<file path="src/rtl/reflet_pwm_multi.sv">
// Multi-channel PWM: one shared up or up/down period counter, per-channel duty compare,
// and double-buffered max/duty/mode that take effect only at a period boundary.
module reflet_pwm_multi #(
    parameter int unsigned WIDTH    = 8,
    parameter int unsigned CHANNELS = 4
) (
    input  logic                      clk,
    input  logic                      reset,
    input  logic                      enable,
    input  logic                      update,
    input  logic [WIDTH-1:0]          max_in,
    input  logic [CHANNELS*WIDTH-1:0] duty_in,
    input  logic                      center_in,
    input  logic [CHANNELS-1:0]       invert,
    output logic                      update_pending,
    output logic                      period_start,
    output logic [CHANNELS-1:0]       out
);

    logic [WIDTH-1:0]          cnt_q, cnt_d;
    logic                      dir_q, dir_d;  // 0 = counting up, 1 = counting down
    logic [WIDTH-1:0]          max_q, max_d, max_s_q, max_s_d;
    logic [CHANNELS*WIDTH-1:0] duty_q, duty_d, duty_s_q, duty_s_d;
    logic                      center_q, center_d, center_s_q, center_s_d;
    logic                      pending_q, pending_d;
    logic                      start_q, start_d;
    logic [CHANNELS-1:0]       out_q, out_d;
    logic                      boundary;

    always_comb begin
        // While idle every cycle counts as a boundary so staged values apply at once.
        if (!enable) begin
            boundary = 1'b1;
        end else if (center_q) begin
            // cnt==max==1 going up also returns straight to 0.
            boundary = (max_q == '0) ||
                       ((cnt_q == WIDTH'(1)) && (dir_q || (cnt_q == max_q)));
        end else begin
            boundary = (cnt_q == max_q);
        end
    end

    always_comb begin
        cnt_d = cnt_q;
        dir_d = dir_q;
        if (boundary) begin
            cnt_d = '0;
            dir_d = 1'b0;
        end else if (!center_q) begin
            cnt_d = cnt_q + 1'b1;
        end else if (!dir_q) begin
            if (cnt_q == max_q) begin
                cnt_d = cnt_q - 1'b1;
                dir_d = 1'b1;
            end else begin
                cnt_d = cnt_q + 1'b1;
            end
        end else begin
            cnt_d = cnt_q - 1'b1;
        end
    end

    always_comb begin
        max_d      = max_q;
        duty_d     = duty_q;
        center_d   = center_q;
        max_s_d    = max_s_q;
        duty_s_d   = duty_s_q;
        center_s_d = center_s_q;
        pending_d  = pending_q;
        if (update && boundary) begin
            max_d      = max_in;
            duty_d     = duty_in;
            center_d   = center_in;
            max_s_d    = max_in;
            duty_s_d   = duty_in;
            center_s_d = center_in;
            pending_d  = 1'b0;
        end else if (boundary && pending_q) begin
            max_d     = max_s_q;
            duty_d    = duty_s_q;
            center_d  = center_s_q;
            pending_d = 1'b0;
        end else if (update) begin
            max_s_d    = max_in;
            duty_s_d   = duty_in;
            center_s_d = center_in;
            pending_d  = 1'b1;
        end
    end

    always_comb begin
        for (int i = 0; i < CHANNELS; i++) begin
            if (enable) begin
                out_d[i] = (cnt_q < duty_q[i*WIDTH +: WIDTH]) ^ invert[i];
            end else begin
                out_d[i] = invert[i];
            end
        end
        start_d = enable && (cnt_q == '0);
    end

    always_ff @(posedge clk or posedge reset) begin
        if (reset) begin
            cnt_q      <= '0;
            dir_q      <= 1'b0;
            max_q      <= '0;
            duty_q     <= '0;
            center_q   <= 1'b0;
            max_s_q    <= '0;
            duty_s_q   <= '0;
            center_s_q <= 1'b0;
            pending_q  <= 1'b0;
            start_q    <= 1'b0;
            out_q      <= '0;
        end else begin
            cnt_q      <= cnt_d;
            dir_q      <= dir_d;
            max_q      <= max_d;
            duty_q     <= duty_d;
            center_q   <= center_d;
            max_s_q    <= max_s_d;
            duty_s_q   <= duty_s_d;
            center_s_q <= center_s_d;
            pending_q  <= pending_d;
            start_q    <= start_d;
            out_q      <= out_d;
        end
    end

    assign update_pending = pending_q;
    assign period_start   = start_q;
    assign out            = out_q;

endmodule
</file>
<file path="config.mk">
export PLATFORM = sky130hd
export DESIGN_NAME = reflet_pwm_multi
export DESIGN_NICKNAME = d
export VERILOG_FILES = /design/src/rtl/reflet_pwm_multi.sv
export SDC_FILE = /design/constraint.sdc
export NUM_CORES = 1
export LEC_CHECK = 0
export ABC_AREA = 1
export CORE_ASPECT_RATIO = 1.1
export CORE_MARGIN = 3
export CORE_UTILIZATION = 60
export CTS_CLUSTER_SIZE = 20
export DETAILED_ROUTE_END_ITERATION = 6
export PLACE_DENSITY = 0.84
export SYNTH_ARGS = -nofsm -noshare
export SYNTH_HDL_FRONTEND = slang
export SYNTH_SLANG_ARGS = --single-unit
export TNS_END_PERCENT = 20
</file>
<file path="constraint.sdc">
create_clock -name clk -period 8.4 [get_ports clk]
set_clock_uncertainty 0.15 [all_clocks]
set_input_delay 1.68 -clock clk [delete_from_list [all_inputs] [get_ports clk]]
set_output_delay 1.68 -clock clk [all_outputs]
set_load 0.01 [all_outputs]
</file>
Word-level counts from Yosys, hierarchy flattened
Cells that the tools add are included.

Register bits: 97. Bits in latches: 0. Memory bits (writable): 0. Memory bits (read-only): 0. Input port bits: 49. Output and inout bits: 6. Memories kept: 0.

Add/subtract/negate cells: 2. Multipliers: 0. Divide/modulo/power cells: 0. Magnitude comparators: 4. Equal/unequal tests: 3. Shift-type cells: 0. Multiplexer cells: 32. Bitwise gates (word level): 4. Reductions and logical operators: 13.

Operator list (number): 2-to-1 mux 32 bit (5); 2-to-1 mux 8 bit (9); less-than comparator 8 bit (4); 2-to-1 mux 1 bit (18); logical NOT 8 bit (2); adder 8 x 1 -> 8 bit, second input constant (1); == test 8 x 1 -> 1 bit, second input constant (1); == test 8 bit (1); subtractor 8 x 1 -> 8 bit, second input constant (1); nonzero test 2 bit (3); logical AND 1 bit (4); bitwise XOR 1 bit (4); nonzero test 3 bit (1); logical OR 1 bit (2); inequality test 2 bit, second input constant (1); AND reduction 2 bit (1).

Logic depth before layout (Yosys ltp)
Gate-level depths: netlist of run 1.

Word-level depth: 9. Gate-level depth with buffers: 15.

Least setup slack after synthesis of run 1
OpenSTA, ideal clock, no wires.

Path kind: input to register. Start point: in update. End point: reg duty_s_q[13]. Arrival time: 2.560 ns. Setup slack: 5.625 ns. Cell stages on the path: 5. Buffers on the path: 3. Cells stage by stage: clkbuf_1 -> buf_2 -> clkbuf_1 -> nand2_1 -> nand2_1.

Cells in the longest elaborated chain, start to end: 3. Elaborated cells on any way between the ends: 5.

RTL lines: start, declared (RTL line 10) `input logic update,`; logical AND 1 bit (RTL line 71) `if (update && boundary) begin`; inequality test 2 bit (no source line) or nonzero test 2 bit (tied branches); AND reduction 2 bit (no source line); end signal, assigned (RTL line 123) `duty_s_q <= duty_s_d;`; end, declared (RTL line 23) `logic [CHANNELS*WIDTH-1:0] duty_q, duty_d, duty_s_q, duty_s_d;`.

Several ways; a longest one is shown, not always the timed one. A chain may end at the register's enable or synchronous reset.

Worst setup path in the final report of run 1
Start point: in enable. End point: reg max_q[7].

Cells in the longest elaborated chain, start to end: 3. Elaborated cells on any way between the ends: 5.

RTL lines: start, declared (RTL line 9) `input logic enable,`; 2-to-1 mux 1 bit * (RTL line 32) `if (!enable) begin`; logical AND 1 bit, on equally long branches (RTL line 71, 79); 2-to-1 mux 8 bit or nonzero test 2 bit (tied branches); end signal, assigned (RTL line 119) `max_q <= max_d;`; end, declared (RTL line 22) `logic [WIDTH-1:0] max_q, max_d, max_s_q, max_s_d;`.

Mark *: on every way between the ends. The rest lies on a longest branch, timed or not.

==> results of run 1 <==
state kept, by name, summed over array words and instances (netlist names), 4 cells and up:
signal,cells
cnt_q,8
duty_q,32
duty_s_q,32
max_q,8
max_s_q,8
out,4
worst min-delay path, stage by stage (launching register included):
cell and delay [ns]:
dfrtp_1 0.33, nand2_1 0.05, nand2_1 0.07
synthesized netlist by cell type:
library cell  number  area, sq um
nand3_2            1         10.0
o21ai_1            7         35.0
a211oi_2           1         12.5
inv_2              3         11.3
nand2_1          243          912
nand4_1            6         37.5
buf_1              1         3.75
nor2_2             1         6.26
buf_6              7         78.8
o21a_1             4         30.0
nor3_1             3         15.0
nand2_4            2         22.5
nand3_1           94          470
buf_4              1         7.51
a21oi_1           26          130
nand2_2            3         18.8
nor2_1            32          120
buf_2              5         25.0
nand3b_1           4         30.0
clkbuf_1          12         45.0
inv_1             69          259
xor2_1             5         43.8
dfrtp_1           97         2430
xnor2_1            3         26.3
ha_1              32          400
o21ai_0            5         25.0
buf_12             1         20.0
where the power goes:
group	internal (uW)	leakage [uW]	switching, uW
registers	519	0.00119	35.3
clock network	196	0.000109	156
logic	86.9	0.00184	122
stage by stage:
| step | instances | hold WS (ns) | utilization [%] | power (uW) |
|---|---|---|---|---|
| 2_1_floorplan | 668 | 0.288 | - | 702 |
| 3_3_place_gp | 810 | 0.304 | 68.4 | 760 |
| 3_5_place_dp | 810 | 0.308 | 68.4 | 771 |
| 4_1_cts | 825 | 0.329 | 71.1 | 1120 |
| 5_1_grt | 825 | 0.343 | 71.1 | 1180 |
| 6_report | 825 | 0.329 | 71.1 | 1120 |
layer usage:
layer / vias to the layer above / track usage, % / part of all wire [%]
li1: 2200 / - / -
met1: 2095 / 30.3 / 42
met2: 123 / 40.1 / 50
met3: 18 / 4.20 / 5.2
met4: 0 / 8.45 / 2.3
met5: - / 0 / 0
logic make-up (layout without fill, tap and decap cells):
kind of cell	count (synthesis)	after routing	synth area share, %
AND/OR/NAND/NOR	389	389	31.4
buffers and inverters	99	145	8.62
flip-flops	97	97	46.5
AO/OA/AOI/OAI	43	43	4.45
adder cells (fa/ha/maj)	32	32	7.66
XOR/XNOR	8	8	1.34
path summary, 6_finish.rpt:
path	cells past startpoint	start	to
max	10	enable	max_q[7]
min	2	max_s_q[1]	max_s_q[1]
max reg2reg	11	cnt_q[1]	center_q
min reg2reg	2	max_s_q[1]	max_s_q[1]
max in group asynchronous	3	reset	max_q[3]
min in group asynchronous	2	reset	duty_s_q[24]
final cells by class:
| cell class | instances | area [sq um] | share of cell area, % |
|---|---|---|---|
| Clock buffer | 10 | 128 | 2.13 |
| Clock inverter | 5 | 105 | 1.76 |
| Inverter | 72 | 272 | 4.54 |
| Multi-Input combinational cell | 472 | 2350 | 39.2 |
| Sequential cell | 97 | 2430 | 40.6 |
| Tap cell | 111 | 139 | 2.32 |
| Timing Repair Buffer | 58 | 566 | 9.45 |
==> summary.md, run 1 <==
| Metric | Value |
|---|---|
| First-pass GRT wire length | `18800 um` |
| ANT cells | `0` |
| Synthesized area | `5220 sq um` |
| Power Density | `186 nW/um^2` |
| Post-route setup slack | `4.55 ns` |
| Worst skew pair latency | `0.36 ns` |
| Antenna violations before repair | `0` |
| Setup TNS Final | `0 ns` |
| Top delay family on crit path | `simple AND/OR/NAND/NOR gates` |
| Critical-path maximum fanout | `66` |
| Core box area | `8410 sq um` |
| Die H | `104 um` |
| Setup-failing EPs final | `0` |
| Die ar. | `9860 sq um` |
| CTS sink count | `97` |
| Fin crit period | `3.85 ns` |
| Static Leakage | `0.00313 uW` |
| Post-Syn Nets | `749` |
| Vias in the first global route | `4264` |
| Crit path kind | `input port to flip-flop` |
| CP most frequent cell | `inv_1` |
| Synth Area per Inst | `7.82 sq um` |
| Gp weighted congestion | `0.893` |
| Worst path arrival time | `3.95 ns` |
| Post-CTS setup buffers | `0` |
| Number of port buffers | `54` |
| CP peak stage delay | `0.60 ns` |
| Root Driver | `clkbuf_8` |
| Nature of the critical path startpoint | `input port` |
| Synthesis warning total | `0` |
| Starting Density | `62.1%` |
| Cts hold-fix bufs | `0` |
| Worst Hold Class | `flip-flop to flip-flop` |
| Num CTS Buffers | `9` |
| DRT iter0 DRCs | `254` |
| Setup WS pre-CTS | `4.18 ns` |
| TritonCTS clock tree | `done` |
| Total global-route track usage | `23.7%` |
| Number of routed nets with antenna violations | `0` |
| Crit path cell chain | `clkdlybuf4s50_1 > inv_1 > nor2_1 > nand2_1 > inv_1 > nand2_4 > nand2_4 > nand2_1 > o21ai_1 > inv_1` |
| Final hold violation count | `0` |
| Slowest cell on the critical path | `clkdlybuf4s50_1` |
| Quantity of gates resized following cts | `0` |
| Vias after detailed routing | `4436` |
| First drt pass iteration count | `5` |
| Critical Path RT | `8.51 ns` |
| Width of the die | `95.0 um` |
| Synthesis-stage register bit count | `97` |
| Global route overflow | `0` |
| Period utilization | `45.8%` |
| R2R setup slack | `5.39 ns` |
| WL per Instance | `13.4 um` |
| Nets@finish | `791` |
| Placement Cell Area | `5750 sq um` |
| Clock tree buffer depth | `2` |
| Maximum vdd drop | `0.000120 V` |
| Most frequent cells in the layout | `nand2_1, dfrtp_1, nand3_1, inv_1, clkdlybuf4s50_1` |
| Largest net degree at the start of global routing | `67` |
| Fraction of layout cells with a size suffix above 1 | `4.34%` |
| Sequential cell area fraction in the yosys report | `46.5%` |
| Reg clk slew, reported paths | `0.09 ns` |
| Post-route DRC violation count | `0` |
| Slew margin rel. | `53.7%` |
| Synth unique cells | `27` |
| Final WL | `11000 um` |
| Filler cells | `680` |
| H-tree level count | `3` |
| DR vias/cell | `5.38` |
| Commonest non-fill, non-tap cell in the layout | `nand2_1` |
| MaxCap Viol Count | `0` |
| Area grow syn2layout | `14.5%` |
| RSZ-0062 raised after global routing | `no` |
| Num rows | `35` |
| Synth Instances | `668` |
| Final Instance Area | `5980 sq um` |
| Crit. End Element | `flip-flop` |
| Crit path buf inv count | `4` |
| Io pins | `55` |
| Actual slew at the worst max-slew pin | `0.694 ns` |
| Status | `finished clean` |
| Fmax | `260 MHz` |
| DP HPWL | `7600 um` |
| Slew Limit Fails | `0` |
No activity file was read; power rests on OpenSTA's default activity.
==> run 2, diff against run 1 <==
CORE_UTILIZATION = 52   (was 60)
PLACE_DENSITY = 0.77   (was 0.84)
clock period = 3.3 ns   (was 8.4 ns; I/O delays follow)
==> run 2 against run 1 <==
Effect of this change:
- the flow now finishes with violations (design-rule violations)
- combinational power increased to 2.6 times the previous value
- clock-buffer cell count grew 5
- die area grew 14%
- first-iteration DRC count increased by 28%
- hold slack got worse by 0.0038 ns
- sequential share of layout area up 0.26 points
- sequential cell count unchanged
- highest routed layer unchanged
==> summary.md, run 2 (synthesis results as in run 1) <==
| Metric | Value |
|---|---|
| Status | `finished with violations` |
| Failing checks | `design-rule violations` |
| ANT cells | `0` |
| CP peak stage delay | `0.61 ns` |
| Crit path kind | `flip-flop to flip-flop` |
| Reg clk slew, reported paths | `0.09 ns` |
| Die ar. | `11300 sq um` |
| Top delay family on crit path | `simple AND/OR/NAND/NOR gates` |
| Crit path cell chain | `inv_1 > nand2_1 > nand3_1 > nor2_2 > nand2_1 > nand2_2 > nand3_2 > nand2_4 > nand2_4 > o21ai_1 > inv_1` |
| Most frequent cells in the layout | `nand2_1, dfrtp_1, nand3_1, inv_1, clkdlybuf4s50_1` |
| Num rows | `37` |
| WP depth | `11` |
| H-tree level count | `3` |
| Number of port buffers | `54` |
| DP HPWL | `8100 um` |
| Starting Density | `54.5%` |
| CP Capture Point | `max_q[3]` |
| Static Leakage | `0.00311 uW` |
| Actual slew at the worst max-slew pin | `0.672 ns` |
| Cts hold-fix bufs | `0` |
| Antenna violations before repair | `0` |
| Slew margin rel. | `55.1%` |
| Placed cells | `818` |
| Critical-path maximum fanout | `54` |
| MaxCap Viol Count | `0` |
| Final hold slack | `0.325 ns` |
| Setup-failing EPs final | `0` |
| First-pass GRT wire length | `20200 um` |
| RR Startpoint | `cnt_q[1]` |
| Nets@finish | `793` |
| CP startpoint | `cnt_q[1]` |
| Slowest cell on the critical path | `dfrtp_1` |
| Vias after detailed routing | `4443` |
| Top flop regs | `duty_q x32, duty_s_q x32` |
| Num CTS Buffers | `9` |
| Crit path buf inv count | `2` |
| Final WL | `11600 um` |
| Critical Path RT | `3.41 ns` |
| DR vias/cell | `5.33` |
| Gp weighted congestion | `0.837` |
| Maximum vdd drop | `0.000239 V` |
| CTS sink count | `97` |
| Quantity of gates resized following cts | `0` |
| Die H | `111 um` |
| Vias in the first global route | `4418` |
| Post-route DRC violation count | `1` |
| Io pins | `55` |
| Slew Limit Fails | `0` |
| Area grow syn2layout | `13.8%` |
| Worst Hold Class | `flip-flop to flip-flop` |
| TritonCTS clock tree | `done` |
| Period utilization | `79.7%` |
| Final hold violation count | `0` |
| Worst path arrival time | `2.74 ns` |
| Largest net degree at the start of global routing | `55` |
| Number of routed nets with antenna violations | `0` |
| First drt pass iteration count | `7` |
| Fin crit period | `2.63 ns` |
| Total global-route track usage | `22.4%` |
| FF-to-FF path depth | `11` |
| Setup WS pre-CTS | `0.400 ns` |
| R2R setup slack | `0.67 ns` |
| Power Density | `442 nW/um^2` |
| Final Non-Filler Cells | `833` |
| Post-CTS setup buffers | `0` |
| Clock tree buffer depth | `2` |
| Post-route setup slack | `0.671 ns` |
| Width of the die | `102 um` |
| Crit. End Element | `flip-flop` |
| WL per Instance | `13.9 um` |
| Root Driver | `clkbuf_8` |
| Global route overflow | `0` |
| Setup TNS Final | `0 ns` |
| Worst skew pair latency | `0.37 ns` |
| RSZ-0062 raised after global routing | `no` |
| Fraction of layout cells with a size suffix above 1 | `4.05%` |
| Nature of the critical path startpoint | `flip-flop` |
| DRT iter0 DRCs | `326` |
| Fmax | `380 MHz` |
| Commonest non-fill, non-tap cell in the layout | `nand2_1` |
| Core box area | `9580 sq um` |
| Capture point of the worst reg-to-reg path | `max_q[3]` |
==> run 2: how the worst min path moves through the flow <==
| stage | slack (ns) | endpoint | from | depth (start not counted) |
|---|---|---|---|---|
| floorplan | 0.29 | center_s_q | center_s_q | 2 |
| global placement | 0.30 | duty_s_q[5] | duty_s_q[5] | 2 |
| detailed placement | 0.31 | duty_s_q[28] | duty_s_q[28] | 2 |
| CTS | 0.33 | duty_s_q[4] | duty_s_q[4] | 2 |
| global route | 0.35 | duty_s_q[22] | duty_s_q[22] | 2 |
| finish | 0.33 | duty_s_q[4] | duty_s_q[4] | 2 |
==> run 2: report_power, final <==
group / internal (uW) / switching [uW] / leakage (uW)
Combinational: 225 / 311 / 0.00185
Sequential: 1320 / 86.9 / 0.00119
Clock: 293 / 387 / 0.0000778
==> run 2: area by class of cell <==
| type | instances | area (sq um) |
|---|---|---|
| fill | 852 | 3640 |
| sequential | 97 | 2430 |
| multi-input combinational | 472 | 2350 |
| timing repair buffer | 60 | 593 |
| inverter | 72 | 274 |
| clock buffer | 15 | 156 |
| tap | 117 | 146 |
==> run 2: per-stage QoR <==
stage / instance area, sq um / util (%) / power [uW]
final: 5940 / 62.0 / 2620
after global routing: 5940 / 62.0 / 2800
after CTS: 5940 / 62.0 / 2650
after detailed placement: 5790 / 60.4 / 1970
after global placement: 5790 / 60.4 / 1940
after floorplan: 5230 / - / 1790
==> run 2: worst min-delay path: cells and delay by family (launching register included) <==
kind	cells	cell delay (ns)
flops	1	0.35
simple gates	2	0.10
==> run 2: metal layers <==
layer	global-route usage [%]	vias to the layer above	wire (um)
met5	0	-	0
met4	7.45	0	217
met3	4.91	20	722
met2	36.7	138	5650
met1	29.3	2090	5020
li1	-	2195	-
